**config.mk**
```make
export PLATFORM = sky130hd
export DESIGN_NAME = bp_fe_ras
export DESIGN_NICKNAME = d
export VERILOG_FILES = /design/src/rtl/bp_fe_ras.sv
export SDC_FILE = /design/constraint.sdc
export NUM_CORES = 1
export LEC_CHECK = 0
export ABC_AREA = 1
export CAP_MARGIN = 40
export CORE_ASPECT_RATIO = 0.8
export CORE_MARGIN = 10
export CORE_UTILIZATION = 55
export DETAILED_ROUTE_END_ITERATION = 7
export GPL_TIMING_DRIVEN = 0
export PLACE_DENSITY = 0.75
export SYNTH_ARGS = -nofsm -noshare
export SYNTH_HDL_FRONTEND = slang
export SYNTH_SLANG_ARGS = --single-unit
```
**constraint.sdc**
```tcl
create_clock -name clk_i -period 4.4 [get_ports clk_i]
set_input_delay 0.66 -clock clk_i [delete_from_list [all_inputs] [get_ports clk_i]]
set_output_delay 0.66 -clock clk_i [all_outputs]
set_load 0.05 [all_outputs]
```
**src/rtl/bp_fe_ras.sv**
```systemverilog
// Return-address stack for the fetch front end.
// A call pushes pc+4 and a ret pops the top entry. The {cnt, ptr} state can be
// saved through ckpt_o and reloaded through restore_ckpt_i when fetch is redirected.
// The entries themselves are never checkpointed, so a restore after an
// overwrite can give a stale target. That is acceptable for a predictor.
module bp_fe_ras #(
  parameter  int vaddr_width_p = 39,
  parameter  int ras_els_p     = 8,
  localparam int ptr_width_lp  = $clog2(ras_els_p),
  localparam int cnt_width_lp  = $clog2(ras_els_p + 1),
  localparam int ckpt_width_lp = ptr_width_lp + cnt_width_lp
) (
  input  logic                     clk_i,
  input  logic                     reset_n_i,
  input  logic                     v_i,
  input  logic [vaddr_width_p-1:0] pc_i,
  input  logic                     call_i,
  input  logic                     ret_i,
  output logic                     tgt_v_o,
  output logic [vaddr_width_p-1:0] tgt_o,
  output logic [ckpt_width_lp-1:0] ckpt_o,
  input  logic                     restore_v_i,
  input  logic [ckpt_width_lp-1:0] restore_ckpt_i
);

  logic [vaddr_width_p-1:0] mem_q [ras_els_p];
  logic [ptr_width_lp-1:0]  ptr_q, ptr_d;
  logic [cnt_width_lp-1:0]  cnt_q, cnt_d;

  logic                     mem_we;
  logic [ptr_width_lp-1:0]  mem_waddr;
  logic [vaddr_width_p-1:0] ret_addr;

  // Return address of an uncompressed call; it wraps at the top of the address space.
  assign ret_addr = pc_i + vaddr_width_p'(4);

  // Next-state selection: restore wins over push/pop; otherwise decode call/ret.
  always_comb begin
    // NOTE: every signal gets a default first, so no path through the branches can leave one unassigned and infer a latch.
    ptr_d     = ptr_q;
    cnt_d     = cnt_q;
    mem_we    = 1'b0;
    mem_waddr = ptr_q;

    if (restore_v_i) begin
      {cnt_d, ptr_d} = restore_ckpt_i;
    end else if (v_i) begin
      unique case ({call_i, ret_i})
        2'b10: begin
          // Push. When the stack is full, the oldest slot is overwritten.
          ptr_d     = ptr_q + 1'b1;
          mem_we    = 1'b1;
          mem_waddr = ptr_q + 1'b1;
          cnt_d     = (cnt_q == cnt_width_lp'(ras_els_p)) ? cnt_q : cnt_q + 1'b1;
        end
        2'b01: begin
          // Pop. A pop from an empty stack is dropped.
          if (cnt_q != '0) begin
            ptr_d = ptr_q - 1'b1;
            cnt_d = cnt_q - 1'b1;
          end
        end
        2'b11: begin
          // Coroutine swap: replace the top entry in place.
          mem_we    = 1'b1;
          mem_waddr = ptr_q;
          if (cnt_q == '0) cnt_d = cnt_width_lp'(1);
        end
        default: ;
      endcase
    end
  end

  // Pointer and occupancy registers with synchronous active-low reset.
  always_ff @(posedge clk_i) begin
    // NOTE: registers are updated with non-blocking assignments so every flop samples pre-edge values.
    if (!reset_n_i) begin
      ptr_q <= '0;
      cnt_q <= '0;
    end else begin
      ptr_q <= ptr_d;
      cnt_q <= cnt_d;
    end
  end

  // Entry storage. A write is suppressed in a reset cycle, because reset takes priority.
  always_ff @(posedge clk_i) begin
    // NOTE: the array is deliberately left unreset. cnt==0 already marks every entry invalid, and an unreset array can map to RAM.
    if (reset_n_i && mem_we) mem_q[mem_waddr] <= ret_addr;
  end

  // Outputs come only from registered state.
  assign tgt_v_o = (cnt_q != '0);
  assign tgt_o   = tgt_v_o ? mem_q[ptr_q] : '0;
  assign ckpt_o  = {cnt_q, ptr_q};

endmodule
```
==> flow_metrics.py <==
metrics = {
    "yosys": {
        "synth_area_leaders": "edfxtp_1, nor2_1, o21ai_0",
        "ys_seq_area_share_pct": 68.6,
        "synth_top_family_by_area": "simple AND/OR/NAND/NOR gates",
        "synth_cells": 1241,
        "synthAdderAreaFrac_pct": 0.359,
        "synth_top_area_cell": "edfxtp_1",
        "synthMuxAreaShare_pct": 0,
        "avgSynthCellArea_um2": 11.2,
        "syn_nets": 1297,
        "synth_top_area_share_pct": 67.2,
        "ys_warn_count": 0,
        "synth_compound_area_share_pct": 10.8,
        "synth-xor-area-share_pct": 2.45,
        "syn_area_mm2": 0.0139,
        "synth_cell_types": 30,
        "synth-seq-cells": 322,
        "synth-simple-area-share_pct": 13.9,
    },
    "floorplanning": {
        "num_io_pins": 99,
        "die_y_um": 162,
        "coreArea_mm2": 0.0251,
        "initial_utilization_pct": 55.5,
        "rows": 52,
        "die_w_um": 198,
        "die_area_mm2": 0.0322,
    },
    "power_and_ir_drop": {
        "irDropWorstVdd_v": 0.000380,
        "clock_power_share_pct": 35.3,
        "seq_power_share_pct": 44.9,
        "internal_power_mw": 5.43,
        "p_leak_nw": 5.70,
        "switching_power_mw": 2.16,
        "power_frac_comb_pct": 19.7,
        "power-per-cell-area_mw_per_mm2": 455,
        "power.switching_fraction_pct": 28.5,
    },
    "clock_network": {
        "cts_setup_buffers": 0,
        "cts_tree": "done",
        "cts_sinks": 322,
        "path_clk_slew_ns": 0.06,
        "cts_inserted_buffers": 31,
        "cts_root_buf": "clkbuf_16",
        "hold_buffers": 0,
        "cts_buffer_depth": 3,
        "clk_latency_ns": 0.56,
        "cts_resized": 0,
        "htreeDepth": 1,
    },
    "global_routing": {
        "grt_start_max_net_pins": 25,
        "grt_util_all_layers_pct": 22.8,
        "grt_first_pass_wirelength_mm": 56.3,
        "grt_overflow_total": 0,
        "grt_pass1_vias": 9693,
        "antenna_found_initial": 0,
    },
    "timing": {
        "tns_ns": 0,
        "setup_slack_ns": 0.538,
        "fin_crit_sh_pct": 87.8,
        "slew_violations": 0,
        "rsz0062_at_grt": "no",
        "relSlewSlack_pct": 43.5,
        "holdWs_ns": 0.547,
        "fin_crit_ns": 3.86,
        "hold_viol_final": 0,
        "max_freq_mhz": 259,
        "clock_skew_ns": 0.00938,
        "setup_viol_count_final": 0,
        "tightest_slew_ns": 0.848,
    },
    "critical_path": {
        "reg2regPathDepth": 7,
        "r2r-start": "ptr_q[0]$_SDFFE_PN0P_",
        "startpoint_type": "register",
        "required_ns": 3.74,
        "ff2ff_setup_slack_ns": 1.74,
        "crit_family": "buffers and inverters",
        "crit_start": "cnt_q[0]$_SDFFE_PN0P_",
        "crit_arrival_ns": 3.20,
        "critPathCapture": "tgt_o[7]",
        "crit_buf_inv": 2,
        "slowest_delay_ns": 0.87,
        "critPathMaxFanout": 10,
        "crit_chain": "nor2_1 > nand2_1 > clkbuf_1 > o21ai_0 > a31oi_1 > clkdlybuf4s50_1",
        "reg2reg_to": "mem_q[0][21]$_DFFE_PP_",
        "critPathCaptureType": "output pin",
        "cpMaxStageDelayCell": "clkdlybuf4s50_1",
        "crit_type": "reg2out",
        "path_depth": 6,
    },
    "finish": {
        "final_common_cell": "nor2_1",
        "drive_gt1_share_pct": 8.04,
        "mostFrequentLayoutCells": "nor2_1, edfxtp_1, o21ai_0",
        "nets": 1439,
        "antenna_cells": 0,
        "final_area_mm2": 0.0167,
        "areaGrowthSynthToFinish_pct": 19.7,
        "post-route-util_pct": 66.5,
    },
    "placed_design": {
        "placed_cell_area_mm2": 0.0157,
        "dp_hpwl_mm": 25.8,
        "dp_slack_ns": 0.968,
        "place.gp.congestion": 0.941,
        "io_buffers": 98,
    },
    "detailed_routing": {
        "drc": 0,
        "dr_total_vias": 10000,
        "vias_per_cell": 5.80,
        "first_pass_iters": 5,
        "dr.first_iter.drc_count": 1066,
        "wl_mm": 37.3,
        "wire_per_inst_um": 21.6,
        "antenna_left": 0,
    },
    "outcome": {
        "status": "complete, no violations",
    },
    "run": {
        "cap_violations": 0,
    },
    "min_path": {
        "hp-class": "reg2reg",
    },
}
-- cell usage after synthesis (all sizes together) --
| cell type | number |
|---|---|
| dfxtp | 10 |
| nand3 | 23 |
| inv | 42 |
| nand4 | 8 |
| clkbuf | 34 |
| xnor2 | 17 |
| o21a | 1 |
| edfxtp | 312 |
| xor2 | 22 |
| a31oi | 39 |
| ha | 4 |
| buf | 30 |
| nand2 | 105 |
| a22o | 1 |
| nor3 | 11 |
| nor3b | 1 |
| nor2 | 331 |
| o21ai | 243 |
| or2 | 1 |
| a21oi | 6 |
-- cells by family after synthesis --
family                   after synthesis
XOR/XNOR                              39
adder cells (fa/ha/maj)                4
buffers and inverters                106
AND/OR/NAND/NOR                      480
AO/OA/AOI/OAI                        290
flip-flops                           322
-- flip-flops by register name (all words and copies together) (netlist names), named ones only --
signal  cells
cnt_q       4
ptr_q       3
mem_q     312
-- layer usage --
metal | part of all wire [%] | vias to the layer above | GRT usage, %
li1 | - | 4647 | -
met3 | 8.2 | 68 | 3.57
met2 | 46 | 473 | 36.8
met1 | 42 | 4847 | 31.3
met4 | 2.9 | 0 | 6.84
met5 | 0 | - | 0
-- power groups by stage --
stage,logic [mW],registers (mW),clock network (mW)
after floorplan,0.900,3.50,0
after global placement,1.44,3.48,0
after detailed placement,1.48,3.48,0
after CTS,1.50,3.41,2.69
after global routing,1.60,3.41,2.83
final,1.50,3.41,2.68
-- final cells by class --
cell class                      count  area (µm²)
Inverter                           42         158
Sequential cell                   322        9570
Clock buffer                       37         798
Multi-Input combinational cell    813        3900
Tap cell                          324         405
Buffer                             64         380
Clock inverter                     19         220
Fill cell                        1877        8420
Timing Repair Buffer              109        1260
-- worst min-delay path, stage by stage, from the launching register on --
cell	delay (ns)
dfxtp_1	0.34
nand2_1	0.09
a21oi_1	0.06
-- stage by stage --
stage | cells | total power, mW
3_3_place_gp | 1663 | 4.92
6_report | 1730 | 7.59
4_1_cts | 1730 | 7.60
3_5_place_dp | 1674 | 4.96
2_1_floorplan | 1241 | 4.40
5_1_grt | 1730 | 7.85
-- worst min-delay path by stage --
stage | from | to | slack, ns | depth (start not counted)
after floorplan | cnt_q[1]$_SDFFE_PN0P_ | cnt_q[1]$_SDFFE_PN0P_ | 0.72 | 2
after global placement | cnt_q[1]$_SDFFE_PN0P_ | cnt_q[1]$_SDFFE_PN0P_ | 0.52 | 2
after detailed placement | cnt_q[1]$_SDFFE_PN0P_ | cnt_q[1]$_SDFFE_PN0P_ | 0.52 | 2
after CTS | cnt_q[1]$_SDFFE_PN0P_ | cnt_q[1]$_SDFFE_PN0P_ | 0.53 | 2
after global routing | cnt_q[1]$_SDFFE_PN0P_ | cnt_q[1]$_SDFFE_PN0P_ | 0.57 | 2
final | cnt_q[1]$_SDFFE_PN0P_ | cnt_q[1]$_SDFFE_PN0P_ | 0.55 | 2
Power figures use the tool's default switching activity.
